--- config.mk ---
export PLATFORM = sky130hd
export DESIGN_NAME = btn_debounce_flat
export DESIGN_NICKNAME = d
export VERILOG_FILES = /design/src/rtl/btn_debounce_if.sv /design/src/rtl/btn_debounce.sv /design/src/flat_wrapper.sv
export SDC_FILE = /design/constraint.sdc
export NUM_CORES = 1
export LEC_CHECK = 0
export ABC_AREA = 0
export CORE_ASPECT_RATIO = 0.9
export CORE_MARGIN = 5
export CORE_UTILIZATION = 28
export DETAILED_ROUTE_END_ITERATION = 6
export GPL_ROUTABILITY_DRIVEN = 0
export PLACE_DENSITY = 0.43
export SYNTH_ARGS = -nofsm -noshare
export SYNTH_HDL_FRONTEND = slang
export SYNTH_SLANG_ARGS = --single-unit
--- constraint.sdc ---
create_clock -name clk -period 5.8 [get_ports clk]
set_input_delay 1.16 -clock clk [delete_from_list [all_inputs] [get_ports clk]]
set_output_delay 1.16 -clock clk [all_outputs]
set_load 0.01 [all_outputs]
--- src/rtl/btn_debounce_if.sv ---
// -----------------------------------------------------------------------------
// btn_debounce_if
// Groups the button-conditioning signals between the tile wrapper / game core
// (master side) and the debouncer (slave side).
//   ena         : enable from the tile wrapper, low freezes debouncing
//   btn_raw     : raw asynchronous active-high buttons
//   btn_level   : debounced stable level per button
//   btn_press   : one-cycle pulse per accepted 0->1 transition
//   btn_release : one-cycle pulse per accepted 1->0 transition
//   any_press   : OR of btn_press, same cycle
// -----------------------------------------------------------------------------
interface btn_debounce_if #(
    parameter int N_BTN = 4
);
    logic             ena;
    logic [N_BTN-1:0] btn_raw;
    logic [N_BTN-1:0] btn_level;
    logic [N_BTN-1:0] btn_press;
    logic [N_BTN-1:0] btn_release;
    logic             any_press;

    modport master (
        output ena,
        output btn_raw,
        input  btn_level,
        input  btn_press,
        input  btn_release,
        input  any_press
    );

    modport slave (
        input  ena,
        input  btn_raw,
        output btn_level,
        output btn_press,
        output btn_release,
        output any_press
    );
endinterface

--- src/rtl/btn_debounce.sv ---
// -----------------------------------------------------------------------------
// btn_debounce
// Synchronises and debounces N_BTN independent raw buttons. Each channel
// accepts a new level only after the synchronised input has differed from the
// stable level for DB_CYCLES consecutive enabled clocks, then emits a single
// registered press or release pulse.
// Ports:
//   clk   : system clock
//   rst_n : asynchronous active-low reset, clears every flop
//   bus   : btn_debounce_if slave modport (ena, btn_raw in; level/pulses out)
// -----------------------------------------------------------------------------
module btn_debounce #(
    parameter int N_BTN     = 4,
    parameter int DB_CYCLES = 20000
) (
    input  logic          clk,
    input  logic          rst_n,
    btn_debounce_if.slave bus
);
    localparam int               CNT_W    = $clog2(DB_CYCLES);
    localparam logic [CNT_W-1:0] CNT_LAST = CNT_W'(DB_CYCLES - 1);
    localparam logic [CNT_W-1:0] CNT_ONE  = CNT_W'(1);
    localparam logic [CNT_W-1:0] CNT_ZERO = CNT_W'(0);

    logic [N_BTN-1:0]            sync1_r;
    logic [N_BTN-1:0]            sync2_r;
    logic [N_BTN-1:0]            stable_r;
    logic [N_BTN-1:0][CNT_W-1:0] cnt_r;
    logic [N_BTN-1:0]            press_r;
    logic [N_BTN-1:0]            release_r;
    logic                        any_press_r;

    logic [N_BTN-1:0]            stable_nxt_s;
    logic [N_BTN-1:0][CNT_W-1:0] cnt_nxt_s;
    logic [N_BTN-1:0]            press_nxt_s;
    logic [N_BTN-1:0]            release_nxt_s;

    // Two-flop synchroniser; runs independently of ena so the sampled view
    // of the buttons is always current when debouncing resumes.
    always_ff @(posedge clk or negedge rst_n) begin
        if (!rst_n) begin
            sync1_r <= '0;
            sync2_r <= '0;
        end else begin
            sync1_r <= bus.btn_raw;
            sync2_r <= sync1_r;
        end
    end

    // Per-channel debounce decision: count consecutive mismatches, accept on
    // the DB_CYCLES-th one; any matching cycle or disabled cycle restarts.
    always_comb begin
        stable_nxt_s  = stable_r;
        cnt_nxt_s     = cnt_r;
        press_nxt_s   = '0;
        release_nxt_s = '0;
        for (int i = 0; i < N_BTN; i++) begin
            if (!bus.ena) begin
                cnt_nxt_s[i] = CNT_ZERO;
            end else if (sync2_r[i] == stable_r[i]) begin
                cnt_nxt_s[i] = CNT_ZERO;
            end else if (cnt_r[i] == CNT_LAST) begin
                stable_nxt_s[i]  = sync2_r[i];
                cnt_nxt_s[i]     = CNT_ZERO;
                press_nxt_s[i]   = sync2_r[i];
                release_nxt_s[i] = ~sync2_r[i];
            end else begin
                cnt_nxt_s[i] = cnt_r[i] + CNT_ONE;
            end
        end
    end

    // Debounce state and registered pulse outputs.
    always_ff @(posedge clk or negedge rst_n) begin
        if (!rst_n) begin
            stable_r    <= '0;
            cnt_r       <= '0;
            press_r     <= '0;
            release_r   <= '0;
            any_press_r <= 1'b0;
        end else begin
            stable_r    <= stable_nxt_s;
            cnt_r       <= cnt_nxt_s;
            press_r     <= press_nxt_s;
            release_r   <= release_nxt_s;
            any_press_r <= |press_nxt_s;
        end
    end

    assign bus.btn_level   = stable_r;
    assign bus.btn_press   = press_r;
    assign bus.btn_release = release_r;
    assign bus.any_press   = any_press_r;
endmodule

--- src/flat_wrapper.sv ---
// flat-port wrapper written by rule: the top's interface ports become plain ports
module btn_debounce_flat 
#(
    parameter int N_BTN     = 4,
    parameter int DB_CYCLES = 20000
)
  (clk, rst_n, bus_ena, bus_btn_raw, bus_btn_level, bus_btn_press, bus_btn_release, bus_any_press);
  btn_debounce_if #(.N_BTN(N_BTN)) bus_i ();
  input  logic clk;
  input  logic rst_n;
  input wire logic [$bits(bus_i.ena)-1:0] bus_ena;
  input wire logic [$bits(bus_i.btn_raw)-1:0] bus_btn_raw;
  output wire logic [$bits(bus_i.btn_level)-1:0] bus_btn_level;
  output wire logic [$bits(bus_i.btn_press)-1:0] bus_btn_press;
  output wire logic [$bits(bus_i.btn_release)-1:0] bus_btn_release;
  output wire logic [$bits(bus_i.any_press)-1:0] bus_any_press;
  assign bus_i.ena = bus_ena;
  assign bus_i.btn_raw = bus_btn_raw;
  assign bus_btn_level = bus_i.btn_level;
  assign bus_btn_press = bus_i.btn_press;
  assign bus_btn_release = bus_i.btn_release;
  assign bus_any_press = bus_i.any_press;
  btn_debounce #(.N_BTN(N_BTN), .DB_CYCLES(DB_CYCLES)) u_core (.clk(clk), .rst_n(rst_n), .bus(bus_i));
endmodule
# Word-level counts from Yosys, hierarchy flattened
# Index checks and enable logic that the tools add are counted.
# op_classes
n_mux	36
reduce_logical	5
eq_ne	8
addsub	4
bitwise	8
# op_table
cell	n
2-to-1 mux 15 bit	12
adder 15 x 1 -> 15 bit, second input constant	4
equality test 15 bit, second input constant	4
2-to-1 mux 1 bit	24
AND reduction 3 bit	4
NOT 1 bit	8
equality test 1 bit	4
OR reduction 4 bit	1
# word_totals
output_inout_bits	13
wordCells	74
regBits	81
input_bits	7

# Depth between registers and ports, before layout
# Gate-level depths: netlist (run 1).
# depth
word_depth	5
ltp_mapped	7
depth_no_buf	5

# Worst setup path after synthesis (run 1)
# No wires, ideal clock.
# synth_path
path_kind	input to register
startpoint	input port bus_ena
endpoint	register u_core.any_press_r (netlist: u_core.bus.any_press)
n_path_buf	1
required_ps	5710
setup_ps	90
path_slack_ps	3585
stages	5
arrival_time_ps	2125
cell_sequence	buf_2 and3_1 nand4_1 or3b_1 o2111ai_1
# synth_between
elab_chain_len	2
elab_cells_between_ends	5
classes_between	mux (4); reduce/logical (1)
# synth_rtl
item	line_no	rtl
from (decl)	flat_wrapper.sv:11	input wire logic [$bits(bus_i.ena)-1:0] bus_ena;
2-to-1 mux 1 bit	btn_debounce.sv:58	if (!bus.ena) begin
OR reduction 4 bit *	btn_debounce.sv:86	any_press_r <= |press_nxt_s;
to (signal assigned)	btn_debounce.sv:86	
to (decl)	btn_debounce.sv:31	logic any_press_r;
# Mark *: on every way between the ends. The rest lies on a longest branch, timed or not.
# A chain may end at the register's enable or synchronous reset.

# Final worst setup path (run 1)
# Same ends and word-level chain as after synthesis.

==> flow_metrics.tcl, run 1 <==
set metrics [dict create \
    status "completed" \
    crit_arrival_ns 2.78 \
    p_leak_nw 1.84 \
    yosysWarnings 0 \
    rsz0062_at_grt "no" \
    viasPerCell 4.64 \
    design_area_um2 4310 \
    vias 2466 \
    cts_setup_buffers 0 \
    initial_utilization 0.289 \
    post-place-ws_ns 2.90 \
    cpPeakStageDelay_ns 0.72 \
    combPwrFrac 0.025 \
    worstSetupEndpointType "flip-flop" \
    synth.distinct_cells 36 \
    ir_drop_mv 0.143 \
    slowest_stage "clkdlybuf4s50_1" \
    intPower_uw 914 \
    clock_skew_ns 0.00490 \
    seq_area_um2 2030 \
    path_clk_slew_ns 0.06 \
    final_common_cell "dfrtp_1" \
    grt_pass1_wl_um 12300 \
    final_cell_mix "dfrtp_1 (81), nor2_1 (60), xor2_1 (38)" \
    muxShareOfSynthArea 0.0132 \
    period_minus_slack_ns 2.54 \
    synth_xor_area_frac 0.123 \
    synth-compound-area-share 0.0156 \
    syn_inst 347 \
    hold_viol_final 0 \
    drc 0 \
    htree_num_levels 3 \
    fillers 1316 \
    crit_family "simple AND/OR/NAND/NOR gates" \
    dieArea_um2 15600 \
    critPathBufInv 1 \
    criticalPathCategory "in -> reg" \
    switchingPower_uw 243 \
    min_period_over_period 0.437 \
    clkLatencyLatePin_ns 0.33 \
    syn_nets 358 \
    cp_max_fo 9 \
    setup_tns_ns 0 \
    swShare 0.210 \
    cts_tree "yes" \
    layout-drive-gt1-share 0.0707 \
    drt_wl_total_um 7200 \
    antenna_found_initial 0 \
    setup_viol 0 \
    final_antenna_net_count 0 \
    synthArstFlopShare 1.00 \
    final-max-slew-violation-count 0 \
    core_um2 12800 \
    n_antenna_cell 0 \
    hpwl_um 4740 \
    drtIter0Drc 108 \
    placed_area_um2 4010 \
    clockRootBuffer "clkbuf_16" \
    track_usage 0.0997 \
    fmax_mhz 394 \
    synth-simple-area-share 0.257 \
    post_drt_wl_per_cell_um 13.5 \
    grt_max_degree 82 \
    synth_fa_ha_area_frac 0.0136 \
    ys_ff_latch 81 \
    grt_pass1_vias 2527 \
    crit_chain "clkdlybuf4s50_1 -> and3_1 -> nand4_1 -> or3b_1 -> o2111ai_1" \
    syn_avg_cell_area_um2 10.6 \
    ys_seq_area_frac 0.550 \
    chipWidth_um 131 \
    netlist_area_um2 3690 \
    numCtsBuffers 9 \
    synth_top_family_by_area "simple AND/OR/NAND/NOR gates" \
    power_frac_seq 0.498 \
    hold_buffers 0 \
    pin_count 20 \
    max_slew.worst_pin.slew_ns 1.03 \
    num-nets-final 374 \
    synth_enable_flop_cells 0 \
    required_ns 6.05 \
    multi_input_comb_area_um2 1560 \
    die_h_um 119 \
    synth_top_flop_cell "dfrtp_1" \
    io_buffers 19 \
    overflow 0 \
    clkSinkCount 81 \
    synthToLayoutAreaGrowth_pct 16.8 \
    cap_violations 0 \
    clockBufferDepth 2 \
    startpoint_type "primary input" \
    clockPowerShare 0.477 \
    dr.pass1.iters 4 \
    rows 39 \
    setup_slack_ns 3.26 \
    ctsResizeCount 0 \
    slew_headroom 0.311 \
    hp-class "reg -> reg" \
    power.density_nw_per_um2 268 \
]
## cell families after synthesis
logic type,Yosys count
simple gates,173
flops,81
xor+xnor,52
buf+inv,23
compound gates,10
fa+ha+maj,4
mux,4
## power by group through the flow
stage / clock network [mW] / registers (mW) / logic, mW
global route: 0.602 / 0.575 / 0.0346
floorplan: 0 / 0.584 / 0.0136
detailed placement: 0 / 0.585 / 0.0313
CTS: 0.581 / 0.575 / 0.0313
finish: 0.552 / 0.575 / 0.0293
global placement: 0 / 0.585 / 0.0313
## cells in the mapped netlist, types with 2 or more instances
master     n  area share
and3_1     8       0.014
nand3_1   27       0.037
nor4b_1    2      0.0047
nor4_1     6       0.010
ha_1       4       0.014
xnor2_1   14       0.033
nor3b_1    4      0.0081
nand4_1   20       0.034
o21ai_0    4      0.0054
mux2_2     3      0.0092
nor2_1    60       0.061
or3_1      4      0.0068
buf_2      6      0.0081
and2_1     5      0.0085
and4_1    10       0.024
nor3_1     4      0.0054
dfrtp_1   81        0.55
nand2_1   12       0.012
xor2_1    38       0.090
clkbuf_1   7      0.0071
inv_1      9      0.0092
or3b_1     2      0.0047
a21oi_1    4      0.0054
## layer usage
metal / GRT usage / part of all wire / wire, um
met5: 0 / 0 / 0
met2: 0.149 / 0.46 / 3330
met1: 0.133 / 0.49 / 3510
met3: 0.0336 / 0.037 / 263
met4: 0.0386 / 0.013 / 97
## final cells by class
type                       count  area share
sequential                    81       0.471
tap                          164      0.0476
clock inverter                 2     0.00232
inverter                       9     0.00784
multi-input combinational    243       0.362
clock buffer                  14      0.0659
timing repair buffer          19      0.0436
## registers in the layout, summed over array words and instances, names as in the netlist
register,flops
u_core.bus.btn_press,4
u_core.sync2_r,4
u_core.sync1_r,4
u_core.bus.btn_release,4
u_core.cnt_r,60
u_core.bus.btn_level,4
u_core.bus.any_press,1
## per-stage QoR
step / total power [mW] / cells / utilization / hold slack (ns)
finish: 1.16 / 532 / 0.337 / 0.347
global route: 1.21 / 532 / 0.337 / 0.361
CTS: 1.19 / 532 / 0.337 / 0.350
detailed placement: 0.617 / 516 / 0.314 / 0.336
global placement: 0.617 / 516 / 0.314 / 0.336
floorplan: 0.598 / 347 / - / 0.331
## worst register-to-register path: stages, from the launching register on
cell     delay (ns)
dfrtp_1        0.42
ha_1           0.27
or4b_4         0.49
nor4_4         0.30
nand2_2        0.11
mux2_4         0.31
## path summary, 6_finish.rpt
check / startpoint / to / slack [ns] / cells past startpoint
min in group asynchronous: rst_n / u_core.cnt_r[48] / 1.02 / 1
hold / removal: u_core.sync1_r[1] / u_core.sync2_r[1] / 0.35 / 0
hold reg to reg: u_core.sync1_r[1] / u_core.sync2_r[1] / 0.35 / 0
setup / recovery: bus_ena / u_core.bus.any_press / 3.26 / 5
max in group asynchronous: rst_n / u_core.cnt_r[7] / 4.13 / 1
setup reg to reg: u_core.cnt_r[30] / u_core.bus.btn_level[2] / 3.78 / 5
(Power assumes the default switching activity.)
==> run 2, diff against run 1 <==
Settings changed: PLACE_DENSITY 0.43 to 0.45.
Clock period 5.8 ns to 2.28 ns, I/O delays scaled along.
==> run 2 against run 1 <==
  * Via count down 0.57%
  * Global-route usage about the same
  * Core utilization up 0.48 points
  * Cell count up 1.3%
  * Die area unchanged
  * Clock power rose to 2.6 times the previous value
  * Non-clock buffer count up 7
  * Design area up 1.4%
==> flow_metrics.tcl, run 2 (synthesis results as in run 1) <==
set metrics [dict create \
    path_clk_slew_ns 0.06 \
    crit_arrival_ns 2.20 \
    hp-class "in -> async" \
    cpPeakStageDelay_ns 0.50 \
    crit_chain "ha_1 -> or4b_4 -> nor4_4 -> nand2_2 -> mux2_4" \
    power_frac_seq 0.495 \
    grt_pass1_vias 2545 \
    hpwl_um 4750 \
    cap_violations 0 \
    clockBufferDepth 2 \
    fmax_mhz 504 \
    drtIter0Drc 166 \
    slew_headroom 0.605 \
    final_common_cell "dfrtp_1" \
    num-nets-final 381 \
    setup_viol 0 \
    design_area_um2 4370 \
    hold_buffers 0 \
    fillers 1316 \
    final-max-slew-violation-count 0 \
    required_ns 2.49 \
    drc 0 \
    clkLatencyLatePin_ns 0.33 \
    largest_reg_flops 60 \
    chipWidth_um 131 \
    criticalPathCategory "reg -> reg" \
    switchingPower_uw 604 \
    swShare 0.204 \
    layout-drive-gt1-share 0.0827 \
    dr.pass1.iters 4 \
    slowest_stage "or4b_4" \
    clkSinkCount 81 \
    power.density_nw_per_um2 677 \
    ctsResizeCount 0 \
    setup_tns_ns 0 \
    worstSetupEndpointType "flip-flop" \
    htree_num_levels 3 \
    startpoint_type "flip-flop" \
    rsz0062_at_grt "no" \
    clockRootBuffer "clkbuf_16" \
    combPwrFrac 0.028 \
    p_leak_nw 1.87 \
    vias 2452 \
    utilization 0.342 \
    rows 39 \
    viasPerCell 4.55 \
    die_h_um 119 \
    io_buffers 19 \
    grt_max_degree 39 \
    grt_pass1_wl_um 12500 \
    n_antenna_cell 0 \
    cts_setup_buffers 0 \
    clockPowerShare 0.477 \
    placed_area_um2 4080 \
    max_slew.worst_pin.slew_ns 0.591 \
    pin_count 20 \
    final_antenna_net_count 0 \
    initial_utilization 0.289 \
    cp_max_fo 5 \
    final_cell_mix "dfrtp_1 (81), nor2_1 (60), xor2_1 (38)" \
    dieArea_um2 15600 \
    top_register "u_core.cnt_r" \
    intPower_mw 2.35 \
    drt_wl_total_um 7000 \
    cts_tree "yes" \
    ir_drop_mv 0.366 \
    status "completed" \
    core_um2 12800 \
    min_period_over_period 0.870 \
    track_usage 0.0994 \
    hold_viol_final 0 \
    overflow 0 \
    antenna_found_initial 0 \
    numCtsBuffers 9 \
    post_drt_wl_per_cell_um 13.0 \
    period_minus_slack_ns 1.98 \
    clock_skew_ns 0.00400 \
    synthToLayoutAreaGrowth_pct 18.5 \
]
run 2: changes by cell type in the layout (fill, tap and decap cells not counted), sizes merged:
| cell | delta |
|---|---|
| buf | +7 |
| bufinv | +1 |
| clkbuf | -1 |
run 2: path summary, 6_finish.rpt:
kind                       cells after the start               from  slack (ns)                 endpoint
max                                            5   u_core.cnt_r[30]        0.30  u_core.bus.btn_level[2]
max reg2reg                                    5   u_core.cnt_r[30]        0.30  u_core.bus.btn_level[2]
min                                            1              rst_n         0.1         u_core.cnt_r[31]
min in group clk                               0  u_core.sync1_r[2]        0.35        u_core.sync2_r[2]
max in group asynchronous                      2              rst_n        1.58         u_core.cnt_r[42]
min reg2reg                                    0  u_core.sync1_r[2]        0.35        u_core.sync2_r[2]
run 2: critical path, delay by kind of cell (launching register included):
family / cells / cell delay, ns
simple gates: 3 / 0.92
mux: 1 / 0.30
flops: 1 / 0.40
fa+ha+maj: 1 / 0.25
run 2: area by class of cell:
cell class	count	area, um2	share of cell area
Sequential cell	81	2030	0.464
Multi-Input combinational cell	243	1560	0.357
Timing Repair Buffer	26	253	0.0578
Clock buffer	13	250	0.0573
Tap cell	164	205	0.0470
Clock inverter	3	40.0	0.00916
Inverter	9	33.8	0.00773
run 2: power by group through the flow:
stage,combinational (mW),clock (mW),sequential (mW)
after CTS,0.0879,1.47,1.46
final,0.0830,1.41,1.46
after detailed placement,0.0878,0,1.49
after global placement,0.0877,0,1.49
after global routing,0.0980,1.53,1.46
after floorplan,0.0345,0,1.49
run 2: routing by layer:
metal | GRT usage | up-vias | part of all wire
li1 | - | 1240 | -
met1 | 0.139 | 1189 | 0.50
met2 | 0.145 | 19 | 0.45
met3 | 0.0336 | 4 | 0.033
met4 | 0.0308 | 0 | 0.011
met5 | 0 | - | 0
run 2: per-stage QoR:
| stage | instances | total power [mW] | hold WS [ns] | setup WS, ns |
|---|---|---|---|---|
| 2_1_floorplan | 347 | 1.52 | 0.160 | 0.437 |
| 3_3_place_gp | 523 | 1.58 | 0.333 | 0.272 |
| 3_5_place_dp | 523 | 1.58 | 0.337 | 0.225 |
| 6_report | 539 | 2.96 | 0.0967 | 0.297 |
| 5_1_grt | 539 | 3.09 | 0.134 | 0.195 |
| 4_1_cts | 539 | 3.02 | 0.111 | 0.268 |
